### config.mk
export PLATFORM = sky130hd
export DESIGN_NAME = router_pkt_tx
export DESIGN_NICKNAME = d
export VERILOG_FILES = /design/src/rtl/router_pkt_tx.sv
export SDC_FILE = /design/constraint.sdc
export NUM_CORES = 1
export LEC_CHECK = 0
export CORE_ASPECT_RATIO = 0.7
export CORE_MARGIN = 5
export CORE_UTILIZATION = 60
export DETAILED_ROUTE_END_ITERATION = 8
export PLACE_DENSITY = 0.77
export SLEW_MARGIN = 20
export SYNTH_ARGS = -nofsm -noshare
export SYNTH_HDL_FRONTEND = slang
export SYNTH_SLANG_ARGS = --single-unit
export TNS_END_PERCENT = 100
### constraint.sdc
create_clock -name clock -period 7.4 [get_ports clock]
set_clock_uncertainty 0.05 [all_clocks]
set_input_delay 0.74 -clock clock [delete_from_list [all_inputs] [get_ports clock]]
set_output_delay 0.74 -clock clock [all_outputs]
set_load 0.02 [all_outputs]
### src/rtl/router_pkt_tx.sv
// router_pkt_tx: buffers a payload, then sends header/payload/parity to a router.
// Optional parity corruption is enabled by ROUTER_PKT_TX_PARITY_INJECT_EN.
module router_pkt_tx #(
  parameter int MAX_LEN    = 63,
  parameter int CHK_CYCLES = 3
) (
  input  logic       clock,
  input  logic       reset,
  input  logic       start,
  input  logic [1:0] dest,
  input  logic [5:0] len,
  input  logic       inject_err,
  output logic       req_ready,
  input  logic [7:0] pl_data,
  input  logic       pl_valid,
  output logic       pl_ready,
  input  logic       busy,
  input  logic       err,
  output logic [7:0] data_out,
  output logic       pkt_valid,
  output logic       tx_done,
  output logic       tx_err
);

  localparam int CW = $clog2(CHK_CYCLES + 1);

  typedef enum logic [2:0] {
    IDLE, LOAD, HDR, DATA, PAR, CHK
  } state_e;

  state_e        state_q, state_d;
  logic [1:0]    dest_q;
  logic [5:0]    len_q;
  logic [5:0]    last_idx;
  logic          inj_q;
  logic          inj_bit;
  logic [5:0]    wr_ptr_q;
  logic [5:0]    rd_ptr_q, rd_ptr_d;
  logic [7:0]    acc_q;
  logic [7:0]    hdr;
  logic [7:0]    parity;
  logic [CW-1:0] chk_q;
  logic          chk_last;
  logic          full_q;
  logic          tx_err_q;
  logic [7:0]    mem_q [MAX_LEN];
  logic [7:0]    data_d;
  logic          pv_d;
  logic          accept;
  logic          beat;

  assign accept = (state_q == IDLE) && start
                && (dest != 2'd3) && (len != 6'd0);
  assign beat     = pl_valid && pl_ready;
  assign last_idx = len_q - 6'd1;
  assign chk_last = (chk_q == CW'(CHK_CYCLES - 1));
  assign hdr      = {len_q, dest_q};

`ifdef ROUTER_PKT_TX_PARITY_INJECT_EN
  assign inj_bit = inj_q;
`else
  assign inj_bit = inj_q & 1'b0;
`endif

  assign parity = acc_q ^ hdr ^ {7'b0, inj_bit};
  assign tx_err = tx_err_q;

  always_ff @(posedge clock or posedge reset) begin
    if (reset) begin
      state_q   <= IDLE;
      data_out  <= 8'h00;
      pkt_valid <= 1'b0;
    end else begin
      state_q   <= state_d;
      data_out  <= data_d;
      pkt_valid <= pv_d;
    end
  end

  always_comb begin
    state_d  = state_q;
    rd_ptr_d = rd_ptr_q;
    unique case (state_q)
      IDLE: if (accept) state_d = LOAD;
      LOAD: if (full_q) state_d = HDR;
      HDR:  if (!busy) state_d = DATA;
      DATA: begin
        if (!busy) begin
          if (rd_ptr_q == last_idx) state_d = PAR;
          else rd_ptr_d = rd_ptr_q + 6'd1;
        end
      end
      PAR:  if (!busy) state_d = CHK;
      CHK:  if (chk_last) state_d = IDLE;
      default: state_d = IDLE;
    endcase
  end

  // Registered byte lane follows the next state, so it holds under busy.
  always_comb begin
    data_d    = 8'h00;
    pv_d      = 1'b0;
    req_ready = (state_q == IDLE);
    pl_ready  = (state_q == LOAD) && !full_q;
    tx_done   = (state_q == CHK) && chk_last;
    unique case (state_d)
      HDR: begin
        data_d = hdr;
        pv_d   = 1'b1;
      end
      DATA: begin
        data_d = mem_q[rd_ptr_d];
        pv_d   = 1'b1;
      end
      PAR:     data_d = parity;
      default: data_d = 8'h00;
    endcase
  end

  always_ff @(posedge clock or posedge reset) begin
    if (reset) begin
      dest_q   <= 2'd0;
      len_q    <= 6'd0;
      inj_q    <= 1'b0;
      wr_ptr_q <= 6'd0;
      rd_ptr_q <= 6'd0;
      acc_q    <= 8'h00;
      full_q   <= 1'b0;
      chk_q    <= '0;
      tx_err_q <= 1'b0;
    end else begin
      rd_ptr_q <= rd_ptr_d;
      chk_q    <= (state_q == CHK) ? chk_q + CW'(1) : '0;
      if (state_q == CHK && err) tx_err_q <= 1'b1;
      if (beat) begin
        acc_q    <= acc_q ^ pl_data;
        wr_ptr_q <= wr_ptr_q + 6'd1;
        full_q   <= (wr_ptr_q == last_idx);
      end
      if (accept) begin
        dest_q   <= dest;
        len_q    <= len;
        inj_q    <= inject_err;
        wr_ptr_q <= 6'd0;
        rd_ptr_q <= 6'd0;
        acc_q    <= 8'h00;
        full_q   <= 1'b0;
        tx_err_q <= 1'b0;
      end
    end
  end

  always_ff @(posedge clock) begin
    if (beat) mem_q[wr_ptr_q] <= pl_data;
  end

endmodule

==> results.toml, run 1 <==
[drt]
routedWlPerCell_um = 25.3
top_layer = "met4"
firstDrtPassIters = 6
vias_per_cell = 6.56
wl_met3_um = 5900
wirelength_um = 54300
first_iter_violations = 1837
wl_met2_um = 24600
dr_total_vias = 14100
final_antenna_net_count = 0
met1Wirelength_um = 22500
drc = 0

[clock_tree]
clk_latency_ps = 570
h-tree-depth = 2
tritoncts = "done"
cts_hold_buf = 0
clk_path_buf_depth = 3
root_buffer = "clkbuf_16"
cts_sinks = 548
cts_resized = 0
post_cts_buffers = 0
path_clk_slew_ps = 70
cts_buffers = 48

[critical_path]
arrival_ps = 5560
cp-endpoint = "data_out[5]$_DFF_PP0_"
end_kind = "flip-flop"
timing.rr.end = "data_out[5]$_DFF_PP0_"
worstPathMaxFanout = 74
crit_required_ps = 7800
critPathLaunch = "len_q[0]$_DFFE_PP0P_"
reg2reg_from = "len_q[0]$_DFFE_PP0P_"
cp-start-kind = "flip-flop"
crit_type = "flip-flop to flip-flop"
r2r_slack_ps = 2240
worstRegToRegCells = 10

[timing]
holdWs_ps = 382
finalHoldViolations = 0
setup_viol_count_final = 0
timing.setup.tns_ps = 0
fmax_mhz = 194
slew_violations = 0
min_period_ps = 5160
rsz0062_at_grt = "false"
tightest_slew_ps = 1070
maxSlewHeadroom_pct = 28.7
finalCritPeriodShare_pct = 69.7

[floorplanning]
start_util_pct = 60.6
num_io_pins = 36
dieWidth_um = 241
die_h_um = 172
die_area_sq_mm = 0.0415
core_sq_mm = 0.0371
rows = 59

[place]
place.gp.congestion = 0.897
io_buffers = 34
hpwl_um = 32000

[grt]
grt_max_degree = 78
grt_overflow = 0
grt_use_total_pct = 26.4
antenna_found_initial = 0
grt_pass1_vias = 13300
grt_first_pass_wirelength_um = 81900

[synth]
synth_edf_count = 504
synthArstFlopShare_pct = 8.03
synth.most_common_cell = "edfxtp_1"
synthTopCellsByCount = "edfxtp_1, nand2_1, nor2_1"
ys_seq_area_share_pct = 72.3
synth_warnings = 0
synth.cell_area_sq_mm = 0.0225
synth_top_area_share_pct = 67.4
syn-num-nets = 1640
yosysTopAreaCell = "edfxtp_1"
yosysUniqueCellTypes = 67
synthFlopType = "edfxtp_1"
synth_area_leaders = "edfxtp_1, dfrtp_1, nand2_1, mux2i_1, nor2_1"
ys_ff_latch = 548
syn_area_per_cell_sq_um = 13.9
synthCells = 1613

[finish]
syn_to_final_growth_pct = 10.7
drive_gt1_share_pct = 8.66
fillCellCount = 2522
nNetsFinal = 1649
antenna_cells = 0

[power_and_ir_drop]
seqPwrFrac_pct = 35.1
switching_share_pct = 38.3
p_leak_nw = 8.42
p_int_w = 0.00630
pwr-share-comb_pct = 39.6
peakVddDrop_mv = 0.277
p_clk_share_pct = 25.4
power.switching_w = 0.00392
power.density_mw_per_mm2 = 411

[outcome]
outcome = "finished clean"

[worst_hold_path]
hold_class = "flip-flop to flip-flop"

[flow_run]
cap_violations = 0
## cell type report
cell class,instances,area [sq um],share of cell area [%]
Inverter,10,38.8,0.156
Clock buffer,63,1340,5.39
Sequential cell,548,16200,65.3
Clock inverter,27,292,1.17
Tap cell,488,611,2.46
Timing Repair Buffer,61,515,2.07
Multi-Input combinational cell,953,5840,23.5
## critical path, cell delays in order (launching register included)
cell,delay (ps)
dfrtp_1,450
or3_1,520
a2111oi_0,510
or3_1,190
mux2_4,410
and2_4,880
buf_4,450
mux4_2,550
a22oi_1,390
o21ai_0,170
a2111o_1,430
## worst min path at each step
stage	start	to	slack [ps]	cells after the start
2_1_floorplan	chk_q[0]$_DFF_PP0_	chk_q[0]$_DFF_PP0_	350	1
3_5_place_dp	chk_q[0]$_DFF_PP0_	chk_q[0]$_DFF_PP0_	380	1
4_1_cts	chk_q[0]$_DFF_PP0_	chk_q[0]$_DFF_PP0_	390	1
5_1_grt	chk_q[0]$_DFF_PP0_	chk_q[0]$_DFF_PP0_	420	1
6_report	chk_q[0]$_DFF_PP0_	chk_q[0]$_DFF_PP0_	380	1
3_3_place_gp	chk_q[0]$_DFF_PP0_	chk_q[0]$_DFF_PP0_	360	1
## state kept, by name (all words and copies together) (netlist names), 2 cells and up
register  cells
chk_q         2
mem_q       504
state_q       3
wr_ptr_q      6
rd_ptr_q      6
dest_q        2
len_q         6
acc_q         8
data_out      8
## kinds of logic after synthesis
group                    synth area share [%]
AND/OR/NAND/NOR                          10.6
adder cells (fa/ha/maj)                 0.223
AO/OA/AOI/OAI                            9.87
XOR/XNOR                                 1.54
flip-flops                               72.3
buffers and inverters                    1.97
multiplexers                             3.59
## per-stage QoR
stage                     cell area [sq um]  total power, W  setup WS (ps)  cells  utilization [%]
after global placement                23200         0.00751           1920   2060             62.7
after detailed placement              23200         0.00760           1890   2060             62.7
after global routing                  24900          0.0107           1860   2150             67.1
after CTS                             24900          0.0102           2300   2150             67.1
final                                 24900          0.0102           2240   2150             67.1
after floorplan                       22500         0.00630           3740   1613                -
## layout by cell type (no fill, tap or decap), drive strengths merged, types with 16 or more instances in the layout
cell / netlist / layout
nand3: 35 / 35
a21oi: 30 / 30
nor2: 133 / 133
dfrtp: 44 / 44
edfxtp: 504 / 504
o32ai: 21 / 21
xor2: 18 / 18
xnor2: 18 / 18
clkinv: 0 / 22
o21ai: 47 / 47
o32a: 16 / 16
o31ai: 16 / 16
a31oi: 35 / 35
buf: 35 / 35
nand2: 250 / 250
mux2i: 60 / 60
and3: 41 / 41
a211oi: 57 / 57
clkbuf: 67 / 63
clkdlybuf4s50: 0 / 26
## power by group through the flow
stage	Sequential [W]	Combinational (W)	Clock (W)
after floorplan	0.00361	0.00269	0
after global placement	0.00364	0.00387	0
after detailed placement	0.00365	0.00396	0
after CTS	0.00358	0.00398	0.00261
after global routing	0.00359	0.00431	0.00275
final	0.00358	0.00404	0.00259
## metal layers
metal | up-vias | GRT usage [%]
li1 | 6225 | -
met1 | 6975 | 39.7
met2 | 783 | 40.4
met3 | 116 | 5.39
met4 | 0 | 6.45
met5 | - | 0
Power figures use the tool's default switching activity.
==> run 2, diff against run 1 <==
clock period = 4.85 ns   (was 7.4 ns; I/O delays follow)
==> run 2 against run 1 <==
Against the previous run:
- register-to-register slack got worse by 1900 ps
- sequential cell count unchanged
- first-iteration DRC count up 12%
- power up 56%
- cell count up 1.5%
- cell area rose by 1.2%
- die area stayed put
- setup slack lost 1900 ps
- sequential power rose by 53%
- non-clock buffer count increased by 32
- combinational power up 62%
- clock power rose by 51%
- critical endpoint is now data_out[2]$_DFF_PP0_
- largest cell class unchanged
==> results.toml, run 2 (synthesis results as in run 1) <==
[clock_tree]
h-tree-depth = 2
tritoncts = "done"
cts_hold_buf = 0
post_cts_buffers = 0
path_clk_slew_ps = 60
cts_resized = 0
cts_sinks = 548
root_buffer = "clkbuf_16"
clk_path_buf_depth = 3
cts_buffers = 49
clk_latency_ps = 580

[critical_path]
crit_type = "flip-flop to flip-flop"
crit_required_ps = 5220
cpLargestDelayFamily = "compound AO/OA/AOI/OAI gates"
crit_buf_inv = 0
max_stage_delay_ps = 760
crit_path_top_delay_cell = "xnor2_1"
cp_cell_sequence = "or3_1 > a2111oi_0 > or2_1 > o2111ai_1 > xnor2_1 > nor2_1 > a32o_1 > o21ai_0 > nand4b_1"
cp-start-kind = "flip-flop"
cp.depth = 9
worstRegToRegCells = 9
end_kind = "flip-flop"
arrival_ps = 4880
worstPathMaxFanout = 9

[grt]
grt_first_pass_wirelength_um = 84900
grt_max_degree = 80
antenna_found_initial = 0
grt_pass1_vias = 13800
grt_use_total_pct = 27.2
grt_overflow = 0

[drt]
final_antenna_net_count = 0
vias_per_cell = 6.57
first_iter_violations = 2055
dr_total_vias = 14300
routedWlPerCell_um = 25.7
firstDrtPassIters = 5
drc = 0
wirelength_um = 56000

[power_and_ir_drop]
switching_share_pct = 38.5
seqPwrFrac_pct = 34.3
p_int_w = 0.00980
pwr-share-comb_pct = 41.1
p_clk_share_pct = 24.6
p_leak_nw = 8.59
power.density_mw_per_mm2 = 633
peakVddDrop_mv = 0.516
power.switching_w = 0.00612

[timing]
rsz0062_at_grt = "false"
tightest_slew_ps = 1050
finalHoldViolations = 0
holdWs_ps = 326
setup_viol_count_final = 0
finalCritPeriodShare_pct = 93.0
maxSlewHeadroom_pct = 29.8
fmax_mhz = 222
timing.setup.tns_ps = 0
min_period_ps = 4510
slew_violations = 0

[finish]
top_register = "mem_q"
largest_reg_flops = 504
fillCellCount = 2552
fin_cells = 2183
drive_gt1_share_pct = 10.3
final_common_cell = "edfxtp_1"
register_area_sq_mm = 0.0162
nNetsFinal = 1682
final_util_pct = 67.9
antenna_cells = 0
reg_top3 = "mem_q: 504 flops, acc_q: 8 flops, data_out: 8 flops"
syn_to_final_growth_pct = 12.0
final_cell_mix = "edfxtp_1, nand2_1, nor2_1, mux2i_1, a211oi_1"
multi_input_area_sq_mm = 0.00584

[floorplanning]
core_sq_mm = 0.0371
rows = 59
num_io_pins = 36
dieWidth_um = 241
start_util_pct = 60.6
die_h_um = 172
die_area_sq_mm = 0.0415

[place]
hpwl_um = 34100
io_buffers = 34
place.gp.congestion = 0.897
post-place-cells = 2092

[flow_run]
cap_violations = 0

[outcome]
outcome = "finished clean"

[worst_hold_path]
hold_class = "primary input to async pin"
## run 2: changes by cell type in the layout (fill, tap and decap cells not counted), sizes merged
cell and change:
bufinv -1, inv +1, clkinvlp +3, clkbuf -4, clkinv +2, buf +32
## run 2: worst register-to-register path: stages, from the launching register on
cell and delay [ps]:
dfrtp_1 430, or3_1 510, a2111oi_0 550, or2_1 300
o2111ai_1 230, xnor2_1 760, nor2_1 440, a32o_1 380
o21ai_0 530, nand4b_1 180
## run 2: worst paths after layout
path / endpoint / slack (ps) / startpoint
worst max-delay path: data_out[2]$_DFF_PP0_ / 340 / len_q[0]$_DFFE_PP0P_
max in group asynchronous: data_out[7]$_DFF_PP0_ / 3900 / reset
worst min register to register: chk_q[0]$_DFF_PP0_ / 370 / chk_q[0]$_DFF_PP0_
worst min-delay path: state_q[2]$_DFF_PP0_ / 330 / reset
worst max register to register: data_out[2]$_DFF_PP0_ / 340 / len_q[0]$_DFFE_PP0P_
min in group clock: chk_q[0]$_DFF_PP0_ / 370 / chk_q[0]$_DFF_PP0_
## run 2: cell type report
class	instances	area share (%)
Tap cell	488	2.43
Sequential cell	548	64.5
Clock buffer	59	5.23
Multi-Input combinational cell	953	23.2
Inverter	10	0.154
Timing Repair Buffer	93	3.31
Clock inverter	32	1.14
## run 2: per-layer routing
layer  track usage [%]  share of wire (%)  up-vias
met3              6.70                 12      102
met1              40.5                 40     7147
li1                  -                  -     6276
met4              6.69                2.4        0
met2              41.5                 46      812
met5                 0                  0        -
## run 2: power groups by stage
stage                     Clock (W)  Combinational (W)  Sequential (W)
after floorplan                   0            0.00411         0.00551
after global placement            0            0.00624         0.00556
after detailed placement          0            0.00638         0.00557
after CTS                   0.00393            0.00644         0.00547
after global routing        0.00413            0.00699         0.00548
final                       0.00391            0.00654         0.00547
## run 2: per-stage QoR
step	total power (W)	cell area (sq um)	setup slack (ps)
after global placement	0.0118	23600	585
after floorplan	0.00962	22500	1190
after global routing	0.0166	25200	91.1
after detailed placement	0.0119	23600	465
final	0.0159	25200	342
after CTS	0.0158	25200	417
